--- src/rtl/bus_arbiter.sv ---
// bus_arbiter: registered N_REQ-input bus arbiter with hold-until-release
// ownership, a one-cycle turnaround gap between owners, and selectable fixed
// (lowest index wins) or round-robin priority.
//
// Optional feature macro: BUS_ARB_TIMEOUT_EN
//   When defined, an owner that keeps its request high for TIMEOUT_CYC
//   consecutive owned cycles is forcibly released, timeout_err pulses for one
//   cycle, and the evicted master is kept out of arbitration until its
//   request has been seen low at least once.
//   When undefined, grants are held indefinitely and timeout_err is tied 0.
module bus_arbiter #(
    parameter int N_REQ       = 8,
    parameter int RR_MODE     = 0,
    parameter int TIMEOUT_CYC = 256,
    localparam int IDX_W      = $clog2(N_REQ)
) (
    input  logic             clk,
    input  logic             rst,
    input  logic [N_REQ-1:0] req,
    output logic [N_REQ-1:0] grant,
    output logic [IDX_W-1:0] grant_idx,
    output logic             grant_valid,
    output logic             timeout_err
);

    typedef enum logic [1:0] {
        IDLE = 2'd0,
        BUSY = 2'd1,
        TURN = 2'd2
    } state_t;

    state_t           r_state;
    state_t           w_nextState;

    logic [N_REQ-1:0] r_grant;
    logic [IDX_W-1:0] r_grantIdx;
    logic             r_grantValid;
    logic [IDX_W-1:0] r_lastIdx;

    logic [N_REQ-1:0] w_eligible;
    logic             w_anyEligible;
    logic [IDX_W-1:0] w_fixIdx;
    logic [IDX_W-1:0] w_rrIdx;
    logic [IDX_W-1:0] w_winIdx;
    logic             w_ownerReq;
    logic             w_loadGrant;
    logic             w_release;
    logic             w_forced;
    logic             w_timeoutHit;

`ifdef BUS_ARB_TIMEOUT_EN
    localparam int CNT_W = $clog2(TIMEOUT_CYC + 1);

    logic [CNT_W-1:0] r_holdCnt;
    logic [N_REQ-1:0] r_mask;
    logic             r_timeoutErr;

    // An evicted master stays invisible to arbitration until it drops req.
    assign w_eligible   = req & ~r_mask;
    // The limit is hit on the edge that would complete the TIMEOUT_CYC-th owned cycle.
    assign w_timeoutHit = (r_state == BUSY) && w_ownerReq &&
                          (r_holdCnt == CNT_W'(TIMEOUT_CYC - 1));
    assign timeout_err  = r_timeoutErr;
`else
    assign w_eligible   = req;
    assign w_timeoutHit = 1'b0;
    assign timeout_err  = 1'b0;
`endif

    assign w_anyEligible = |w_eligible;
    assign w_ownerReq    = req[r_grantIdx];
    assign w_winIdx      = (RR_MODE != 0) ? w_rrIdx : w_fixIdx;

    assign grant       = r_grant;
    assign grant_idx   = r_grantIdx;
    assign grant_valid = r_grantValid;

    // Fixed priority: scan from the top down so the lowest set index is the last one written.
    always_comb begin
        logic [IDX_W-1:0] candIdx;
        w_fixIdx = '0;
        candIdx  = '0;
        for (int i = N_REQ - 1; i >= 0; i--) begin
            candIdx = IDX_W'(i);
            if (w_eligible[candIdx]) begin
                w_fixIdx = candIdx;
            end
        end
    end

    // Round-robin: search upward from the slot after the last winner, wrapping, first hit wins.
    always_comb begin
        logic             found;
        int               cand;
        logic [IDX_W-1:0] candIdx;
        w_rrIdx = '0;
        found   = 1'b0;
        cand    = 0;
        candIdx = '0;
        for (int k = 1; k <= N_REQ; k++) begin
            cand = int'(r_lastIdx) + k;
            if (cand >= N_REQ) begin
                cand = cand - N_REQ;
            end
            candIdx = IDX_W'(cand);
            if (!found && w_eligible[candIdx]) begin
                found   = 1'b1;
                w_rrIdx = candIdx;
            end
        end
    end

    // State register; reset wins over everything, including an active grant.
    always_ff @(posedge clk) begin
        if (rst) begin
            r_state <= IDLE;
        end else begin
            r_state <= w_nextState;
        end
    end

    // Next-state logic: arbitrate in IDLE and TURN, hold in BUSY until release or timeout.
    always_comb begin
        w_nextState = r_state;
        w_loadGrant = 1'b0;
        w_release   = 1'b0;
        w_forced    = 1'b0;
        case (r_state)
            IDLE, TURN: begin
                if (w_anyEligible) begin
                    w_loadGrant = 1'b1;
                    w_nextState = BUSY;
                end else begin
                    w_nextState = IDLE;
                end
            end
            BUSY: begin
                if (!w_ownerReq) begin
                    w_release   = 1'b1;
                    w_nextState = TURN;
                end else if (w_timeoutHit) begin
                    w_release   = 1'b1;
                    w_forced    = 1'b1;
                    w_nextState = TURN;
                end
            end
            default: begin
                w_nextState = IDLE;
            end
        endcase
    end

    // Grant outputs are loaded on a win and cleared on any release, otherwise held.
    always_ff @(posedge clk) begin
        if (rst) begin
            r_grant      <= '0;
            r_grantIdx   <= '0;
            r_grantValid <= 1'b0;
        end else if (w_loadGrant) begin
            r_grant      <= N_REQ'(1) << w_winIdx;
            r_grantIdx   <= w_winIdx;
            r_grantValid <= 1'b1;
        end else if (w_release) begin
            r_grant      <= '0;
            r_grantIdx   <= '0;
            r_grantValid <= 1'b0;
        end
    end

    // Last winner pointer; resetting to the top index puts index 0 first in line.
    always_ff @(posedge clk) begin
        if (rst) begin
            r_lastIdx <= IDX_W'(N_REQ - 1);
        end else if (w_loadGrant) begin
            r_lastIdx <= w_winIdx;
        end
    end

`ifdef BUS_ARB_TIMEOUT_EN
    // Hold counter restarts on each new grant and counts owned cycles that do not end in release.
    always_ff @(posedge clk) begin
        if (rst) begin
            r_holdCnt <= '0;
        end else if (w_loadGrant) begin
            r_holdCnt <= '0;
        end else if ((r_state == BUSY) && !w_release) begin
            r_holdCnt <= r_holdCnt + CNT_W'(1);
        end
    end

    // Eviction mask: set for the evicted owner, cleared once that master's req is seen low.
    always_ff @(posedge clk) begin
        if (rst) begin
            r_mask <= '0;
        end else begin
            r_mask <= (r_mask & req) | (w_forced ? r_grant : '0);
        end
    end

    // Error pulse accompanies the first zero-grant cycle after a forced release.
    always_ff @(posedge clk) begin
        if (rst) begin
            r_timeoutErr <= 1'b0;
        end else begin
            r_timeoutErr <= w_forced;
        end
    end
`endif

endmodule
--- config.mk ---
export PLATFORM = sky130hd
export DESIGN_NAME = bus_arbiter
export DESIGN_NICKNAME = d
export VERILOG_FILES = /design/src/rtl/bus_arbiter.sv
export SDC_FILE = /design/constraint.sdc
export NUM_CORES = 1
export LEC_CHECK = 0
export CORE_MARGIN = 1
export CORE_UTILIZATION = 28
export DETAILED_ROUTE_END_ITERATION = 8
export GPL_TIMING_DRIVEN = 0
export SETUP_SLACK_MARGIN = 0.5
export SYNTH_ARGS = -nofsm -noshare
export SYNTH_HDL_FRONTEND = slang
export SYNTH_SLANG_ARGS = --single-unit
--- constraint.sdc ---
create_clock -name clk -period 1.8 [get_ports clk]
set_clock_uncertainty 0.1 [all_clocks]
set_input_delay 0.45 -clock clk [delete_from_list [all_inputs] [get_ports clk]]
set_output_delay 0.45 -clock clk [all_outputs]
set_load 0.05 [all_outputs]
# ---- Word level (Yosys, flattened, before mapping)
# Cells that the tools add are included.
dict set report totals {
  ff_bits 14
  in_bits 10
  wordCells 36
  out_inout_bits 13
}
dict set report op_classes {
  n_reduce_logical 4
  mux 23
  n_eq_ne 3
  magnitude_cmp 1
  shift 1
}
# op count
set op_table {}
lappend op_table {{2-to-1 mux 3 bit} 10}
lappend op_table {{2-to-1 mux 8 bit} 2}
lappend op_table {{2-to-1 mux 1 bit} 8}
lappend op_table {{OR reduction 8 bit} 1}
lappend op_table {{left shift 1 x 3 -> 8 bit, first input constant} 1}
lappend op_table {{< comparator 3 x 4 -> 1 bit, second input constant} 1}
lappend op_table {{case mux 2 bit (2 select lines)} 1}
lappend op_table {{binary-select mux 1 bit (select 3 bit)} 1}
lappend op_table {{== test 2 x 1 -> 1 bit, second input constant} 1}
lappend op_table {{== test 2 bit, second input constant} 1}
lappend op_table {{logical NOT 2 bit} 1}
lappend op_table {{2-to-1 mux 2 bit} 1}
lappend op_table {{inequality test 2 bit, second input constant} 1}
lappend op_table {{nonzero test 2 bit} 1}
lappend op_table {{OR reduction 2 bit} 1}

# ---- Depth between registers and ports, before layout
# Gate-level depths: netlist (run 1).
dict set report depth {
  word_depth 10
  depth_mapped 5
  depth_no_buf 4
}

# ---- Worst setup path before layout (run 1)
# OpenSTA, ideal clock, no wires.
dict set report synth_timing {
  path_kind {register to register}
  from {register r_grantIdx[0], in the netlist grant_idx[0]}
  to {register r_grant[0], in the netlist grant[0]}
  slack_ns -0.321
  path_buffers 1
  synth_period_minus_slack_ns 2.121
  t_arrival_ns 1.960
  stages_incl_launch_ff 6
  required_time_ns 1.640
  setup_ns 0.060
  cell_sequence {dfxtp_1 -> buf_6 -> mux2i_1 -> mux4_2 -> a211oi_4 -> a22o_1}
}
dict set report synth_between {
  elab_chain_cells 5
}
# element line_no
set synth_lines {}
lappend synth_lines {{from (decl)} 36} ;# logic [IDX_W-1:0] r_grantIdx;
lappend synth_lines {{from (signal assigned)} 161} ;# r_grantIdx <= w_winIdx;
lappend synth_lines {{binary-select mux 1 bit (select 3 bit)} 71} ;# assign w_ownerReq = req[r_grantIdx];
lappend synth_lines {{2-to-1 mux 1 bit (not written as such)} 71}
lappend synth_lines {{2-to-1 mux 1 bit} 138} ;# if (!w_ownerReq) begin
lappend synth_lines {{2-to-1 mux 1 bit} 128} ;# case (r_state)
lappend synth_lines {{nonzero test 2 bit (no line)} n/a}
lappend synth_lines {{to (signal assigned)} 160} ;# r_grant <= N_REQ'(1) << w_winIdx;
lappend synth_lines {{to (decl)} 35} ;# logic [N_REQ-1:0] r_grant;
# No other way between the ends. The select of a mux whose other input is x is not followed.
# A chain may end at the register's enable or synchronous reset.

# ---- Final worst setup path (run 1)
dict set report layout_timing {
  from {register r_grantIdx[0], in the netlist grant_idx[0]}
  to {register r_grant[3], in the netlist grant[3]}
}
# Same word-level chain as after synthesis.

==> key figures, run 1 <==
Yosys
  • Adder-Cell Fraction of Synth Area: 0%
  • Post-synthesis mux area share: 9.43%
  • Synth Register Bits: 14
  • Cell area after synthesis: 663 sq um
  • Syn_nets: 73
  • Synth Area in XOR/XNOR: 0%
  • Compound-cell area share of the yosys netlist: 27.4%
  • Post-synth cell types: 27
  • Simple logic cell fraction of the synthesized area: 14.7%
  • Mean post-synth cell area: 10.5 sq um
  • Synthesis Warnings: 0
  • Mapped Cells: 63
  • Combinational family with the most area after synthesis: compound AO/OA/AOI/OAI gates
  • Register area share after synthesis: 42.3%

Timing
  • Final period utilization: 102%
  • Hold slack: 0.337 ns
  • Hold Vio Cnt, Final: 0
  • Worst-Margin Slew: 0.703 ns
  • Final worst-path setup slack: -0.0400 ns
  • Fmax: 543 MHz
  • Rel. slew slack: 52.5%
  • Final Critical Period: 1.84 ns
  • Setup violators final: 10
  • Fin. max-slew vios: 0
  • Unrepaired setup endpoints after global routing: true

Power
  • Power Density: 686 mW/mm^2
  • Internal Power: 532 uW
  • Psw: 220 uW
  • Final Power: 753 uW
  • Clock share of power: 29.5%
  • Register share of total power: 44.6%
  • IR drop worst, VDD: 0.493 mV
  • Gate power share: 25.9%
  • Leak: 0.000455 uW
  • Switching part of the total: 29.3%

Floorplan
  • Placement Rows: 17
  • Die area: 0.00257 sq mm
  • Num ports: 23
  • DIE WIDTH: 50.7 microns
  • Die H: 50.7 microns
  • Initial Util: 30.0%
  • Core footprint: 0.00221 sq mm

Route
  • Drt total wl: 1630 microns
  • DR vias/cell: 5.00
  • Starting DRC count in detailed routing: 3
  • Antenna-violating nets left: 0
  • Total number of vias: 610
  • Detailed Routing Iterations Pass 1: 2
  • # DRC: 0
  • Routed length per instance: 13.4 microns

GRT
  • GRT Overall Usage: 13.9%
  • Global route total overflow: 0
  • Vias in the first global route: 578
  • First-pass GRT wire length: 2570 microns
  • Initial antenna violation count: 0
  • Largest net degree at the start of global routing: 9

Clock tree
  • CTS buffer count: 3
  • TritonCTS clock tree: done
  • Worst skew pair latency: 0.28 ns
  • CTS Sinks: 14
  • Clk slew on worst S/H paths: 0.09 ns
  • Clock root cell: clkbuf_4
  • H-Tree Depth: 1
  • Maximum buffer depth of the clock tree: 2

Critical path
  • CP max stage delay: 0.54 ns
  • Worst reg2reg path depth: 6
  • CP Class: reg2reg
  • Crit path buf inv count: 2
  • CP required: 1.92 ns
  • Crit Path Max Fanout: 5
  • RR Startpoint: grant_idx[0]$_SDFFE_PP0P_
  • Cells along the critical path: buf_6, mux2i_1, mux4_2, a211oi_4, buf_4, a32o_1
  • FF-to-FF setup slack: -0.04 ns
  • Startpoint Class: flip-flop
  • Arr. time, crit path: 1.96 ns
  • Family with the most delay on the worst path: multiplexers
  • CP endpoint kind: flip-flop
  • Max stage delay cell, worst path: mux4_2
  • R2R Path End: grant[3]$_SDFFE_PP0P_

Finish
  • Diodes inserted: 0
  • Fillers: 217
  • Area of the multi-input gates: 388 sq um
  • Non-Filler Instances: 122
  • Nets: 105
  • Ratio of cells with drive above 1 in the final layout: 50.0%
  • Util after Layout: 49.6%
  • Register area: 300 sq um
  • Area Growth Syn to Fin: 65.5%

Min path
  • Hold path cells: 2
  • Hold Startpoint: rst
  • End point of the worst hold path: r_state[1]$_SDFFE_PP0P_
  • Worst Hold Class: in2reg

Run status
  • Status: complete, but fails checks
  • Violated checks: negative setup slack

Placed design
  • I/O Buffers: 20
  • Hpwl dp: 1110 microns
  • Post-place setup slack: -0.724 ns
  • Final RePlAce weighted congestion: 0.787
  • Placed Cells: 111

Job
  • Max-Cap Viols: 0
cell usage in the layout, fill, tap and decap left out, drive strengths merged:
master and n:
nor3b 1, a21o 3, o311ai 1, nand2b 1
and2 1, nor4b 1, o21ai 1, o21a 1
a32o 5, a21oi 3, nor2b 2, o2bb2ai 1
dlygate4sd2 6, and2b 1, clkbuf 5, nor2 4
conb 1, clkdlybuf4s15 1, mux2i 4, nand2 1
dfxtp 14, a22o 4, nor4 3, buf 22
inv 3, or3b 1, a221oi 1, mux4 1
a211oi 1
flip-flops by register name, summed over array words and instances (netlist names):
signal / cells
grant_valid: 1
r_state: 2
grant_idx: 3
grant: 8
kinds of logic after synthesis:
group           after synthesis
mux                           5
compound gates               21
buf+inv                       6
other cells                   1
simple gates                 16
flops                        14
how the worst max path moves through the flow:
| stage | cells after the start | slack (ns) | from | to |
|---|---|---|---|---|
| finish | 6 | -0.04 | grant_idx[0]$_SDFFE_PP0P_ | grant[3]$_SDFFE_PP0P_ |
| global route | 6 | -0.08 | grant_idx[0]$_SDFFE_PP0P_ | grant[3]$_SDFFE_PP0P_ |
| CTS | 6 | -0.08 | grant_idx[0]$_SDFFE_PP0P_ | grant[3]$_SDFFE_PP0P_ |
| detailed placement | 5 | -0.72 | req[1] | grant[5]$_SDFFE_PP0P_ |
| global placement | 5 | -0.74 | req[1] | grant[5]$_SDFFE_PP0P_ |
| floorplan | 5 | -0.04 | grant_idx[0]$_SDFFE_PP0P_ | grant[0]$_SDFFE_PP0P_ |
synthesized netlist by cell type:
cell | number | area share (%)
and2_2 | 1 | 1.1
nor4_1 | 3 | 2.8
nor3b_1 | 1 | 1.1
mux4_2 | 1 | 3.4
o21ai_0 | 1 | 0.75
inv_1 | 3 | 1.7
a32o_1 | 5 | 7.5
a22o_1 | 4 | 5.3
o21a_1 | 1 | 1.1
o2bb2ai_1 | 1 | 1.3
buf_4 | 2 | 2.3
a21oi_1 | 3 | 2.3
nand2b_1 | 1 | 0.94
or3b_1 | 1 | 1.3
mux2i_1 | 4 | 6.0
o311ai_0 | 1 | 1.3
a221oi_1 | 1 | 1.3
conb_1 | 1 | 0.57
a21o_1 | 3 | 3.4
buf_6 | 1 | 1.7
nor4b_1 | 1 | 1.3
dfxtp_1 | 14 | 42
nor2_1 | 4 | 2.3
nand2_1 | 1 | 0.57
a211oi_4 | 1 | 3.0
nor2b_1 | 2 | 1.9
and2b_2 | 1 | 1.3
layout make-up:
class,count,area share [%]
well taps,28,3.19
plain buffers,3,2.39
inverters,3,1.03
repair buffers,27,27.4
clock buffers,4,3.31
flip-flops and latches,14,27.4
multi-input cells,43,35.3
per-layer routing:
| metal | track usage [%] | vias up | routed length, microns |
|---|---|---|---|
| met5 | 0 | - | 0 |
| met4 | 4.17 | 0 | 9 |
| met3 | 5.45 | 2 | 57 |
| met2 | 23.6 | 12 | 841 |
| met1 | 16.0 | 292 | 724 |
| li1 | - | 304 | - |
through the flow:
stage,area (sq um),setup TNS (ns)
2_1_floorplan,668,-0.269
3_3_place_gp,903,-8.42
3_5_place_dp,903,-8.45
4_1_cts,1080,-0.533
5_1_grt,1100,-0.696
6_report,1100,-0.191
power by group through the flow:
stage          logic (uW)  registers (uW)  clock network [uW]
2_1_floorplan        71.0             374                   0
3_3_place_gp          162             339                   0
3_5_place_dp          163             340                   0
4_1_cts               188             336                 226
5_1_grt               206             338                 242
6_report              195             336                 222
timing repair:
action,in CTS,in global routing
pin swaps,7,3
setup buffers,5,1
hold buffers,0,0
gates resized for setup,118,7
setup endpoints to repair,26,26
gates cloned,1,0
(Power assumes the default switching activity.)
==> inputs of run 2 (changes only) <==
--- a/config.mk
+++ b/config.mk
@@ -5,6 +5,8 @@
 export SDC_FILE = /design/constraint.sdc
 export NUM_CORES = 1
 export LEC_CHECK = 0
+export ABC_AREA = 1
+export CORE_ASPECT_RATIO = 2
 export CORE_MARGIN = 1
 export CORE_UTILIZATION = 28
 export DETAILED_ROUTE_END_ITERATION = 8
==> key figures, run 2 <==
Floorplan
  • DIE WIDTH: 38.2 microns
  • Die H: 74.5 microns
  • Num ports: 23
  • Placement Rows: 26
  • Die area: 0.00285 sq mm
  • Core footprint: 0.00250 sq mm
  • Initial Util: 29.4%

Yosys
  • Top cells by count, synth: nand3_1, nand2_1, dfxtp_1, inv_1, a21oi_1
  • Async SR Flop Fraction: 0%
  • Count leader, synth: nand3_1
  • Area leader, netlist: dfxtp_1
  • Synth Register Bits: 14
  • Synth area leaders: dfxtp_1, nand3_1, nand2_1
  • Post-synth cell types: 19
  • Mean post-synth cell area: 6.88 sq um
  • EDFF count, synth: 0
  • Cell area after synthesis: 736 sq um
  • Synth top area share: 38.1%
  • Register area share after synthesis: 38.1%
  • Mapped Cells: 107
  • Synthesis Warnings: 0
  • Predominant post-synthesis flop cell: dfxtp_1
  • Syn_nets: 117

Critical path
  • CP max stage delay: 0.40 ns
  • Crit path buf inv count: 1
  • Family with the most delay on the worst path: flip-flops
  • Cells along the critical path: buf_8
  • CP Class: reg2out
  • R2R Path End: grant[3]$_SDFFE_PP0P_
  • FF-to-FF setup slack: 0.46 ns
  • Crit Path Max Fanout: 7
  • Worst reg2reg path depth: 9
  • Startpoint Class: flip-flop
  • Arr. time, crit path: 0.81 ns
  • CP endpoint kind: primary output
  • CP required: 1.25 ns
  • RR Startpoint: grant_idx[0]$_SDFFE_PP0P_
  • Max stage delay cell, worst path: dfxtp_4

Finish
  • Fin area: 0.00135 sq mm
  • Most common cell after layout, fill and taps aside: buf_4
  • Non-Filler Instances: 177
  • Area Growth Syn to Fin: 83.2%
  • Nets: 160
  • Area of the multi-input gates: 509 sq um
  • Ratio of cells with drive above 1 in the final layout: 65.1%
  • Register area: 303 sq um
  • Most frequent cells in the layout: buf_4, nand2_1, nand3_2, nand3_1, inv_1
  • Diodes inserted: 0
  • Max reg flops: 8
  • Fillers: 237

Route
  • Routed length per instance: 14.2 microns
  • Antenna-violating nets left: 0
  • Drt total wl: 2510 microns
  • Starting DRC count in detailed routing: 27
  • # DRC: 0
  • Detailed Routing Iterations Pass 1: 4
  • Total number of vias: 903
  • DR vias/cell: 5.10

Clock tree
  • # hold bufs at CTS: 0
  • Worst skew pair latency: 0.25 ns
  • CTS Sinks: 14
  • Clk slew on worst S/H paths: 0.06 ns
  • Maximum buffer depth of the clock tree: 2
  • CTS buffer count: 3
  • H-Tree Depth: 1
  • Clock root cell: clkbuf_8
  • TritonCTS clock tree: done

Timing
  • Final period utilization: 75.4%
  • Fin. max-slew vios: 0
  • Fmax: 737 MHz
  • Hold Vio Cnt, Final: 0
  • Final Critical Period: 1.36 ns
  • Hold slack: 0.380 ns
  • Unrepaired setup endpoints after global routing: true
  • Setup violators final: 0
  • Final worst-path setup slack: 0.442 ns

Placed design
  • Final RePlAce weighted congestion: 0.784
  • I/O Buffers: 21
  • Post-place setup slack: -0.236 ns
  • Placed Instance Area: 0.00104 sq mm
  • Hpwl dp: 1550 microns
  • Placed Cells: 156

Power
  • Final Power: 867 uW
  • Register share of total power: 38.7%
  • IR drop worst, VDD: 0.456 mV
  • Power Density: 643 mW/mm^2
  • Leak: 0.000581 uW
  • Gate power share: 30.2%
  • Psw: 281 uW
  • Internal Power: 586 uW
  • Clock share of power: 31.0%
  • Switching part of the total: 32.4%

GRT
  • Initial antenna violation count: 0
  • First-pass GRT wire length: 3520 microns
  • Global route total overflow: 0
  • Largest net degree at the start of global routing: 11
  • GRT Overall Usage: 17.9%
  • Vias in the first global route: 871

Min path
  • End point of the worst hold path: grant_valid$_SDFFE_PP0P_
  • Hold Startpoint: grant_valid$_SDFFE_PP0P_
  • Hold path cells: 2
  • Worst Hold Class: reg2reg

Run status
  • Status: finished clean

Job
  • Max-Cap Viols: 0
run 2: final cells by class:
cell class / count / share of cell area (%)
buffer: 4 / 3.25
clock buffer: 4 / 3.34
inverter: 15 / 4.36
multi-input combinational: 74 / 37.8
sequential: 14 / 22.5
tap: 28 / 2.60
timing repair buffer: 38 / 26.2
run 2: per-stage QoR:
stage / utilization, % / setup TNS [ns]
final: 53.8 / 0
after global routing: 53.8 / 0
after CTS: 50.7 / 0
after detailed placement: 41.5 / -2.58
after global placement: 41.5 / -2.33
after floorplan: - / 0
run 2: worst max-delay path by stage:
stage	startpoint	endpoint	slack, ns	depth (start not counted)
finish	grant_idx[0]$_SDFFE_PP0P_	grant_idx[0]	0.44	1
global route	grant_idx[0]$_SDFFE_PP0P_	grant[7]$_SDFFE_PP0P_	0.39	9
CTS	grant_idx[0]$_SDFFE_PP0P_	grant_idx[0]	0.44	1
detailed placement	req[0]	grant[3]$_SDFFE_PP0P_	-0.24	10
global placement	req[0]	grant[7]$_SDFFE_PP0P_	-0.22	10
floorplan	grant_idx[0]$_SDFFE_PP0P_	grant[1]$_SDFFE_PP0P_	0.43	9
run 2: power groups by stage:
| stage | sequential [uW] | clock, uW | combinational, uW |
|---|---|---|---|
| 2_1_floorplan | 371 | 0 | 97.7 |
| 3_3_place_gp | 338 | 0 | 197 |
| 3_5_place_dp | 339 | 0 | 198 |
| 4_1_cts | 335 | 269 | 238 |
| 5_1_grt | 337 | 283 | 275 |
| 6_report | 336 | 269 | 262 |
run 2: logic make-up (layout without fill, tap and decap cells):
group | after synthesis | after routing | synth area share [%]
AO/OA/AOI/OAI | 16 | 16 | 11.9
buffers and inverters | 19 | 61 | 12.2
flip-flops | 14 | 14 | 38.1
other | 1 | 1 | 0.510
AND/OR/NAND/NOR | 57 | 57 | 37.2
run 2: what timing repair did:
action	CTS	global route
resized for setup	153	16
endpoints found under the setup margin	26	21
setup buffers	13	2
gates cloned	2	0
pin swaps	18	8
run 2: routing by layer:
layer  global-route usage, %  share of wire (%)  up-vias
li1                        -                  -      436
met1                    14.6                 34      430
met2                    34.1                 59       25
met3                   0.896                1.9       12
met4                    16.7                5.2        0
met5                       0                  0        -
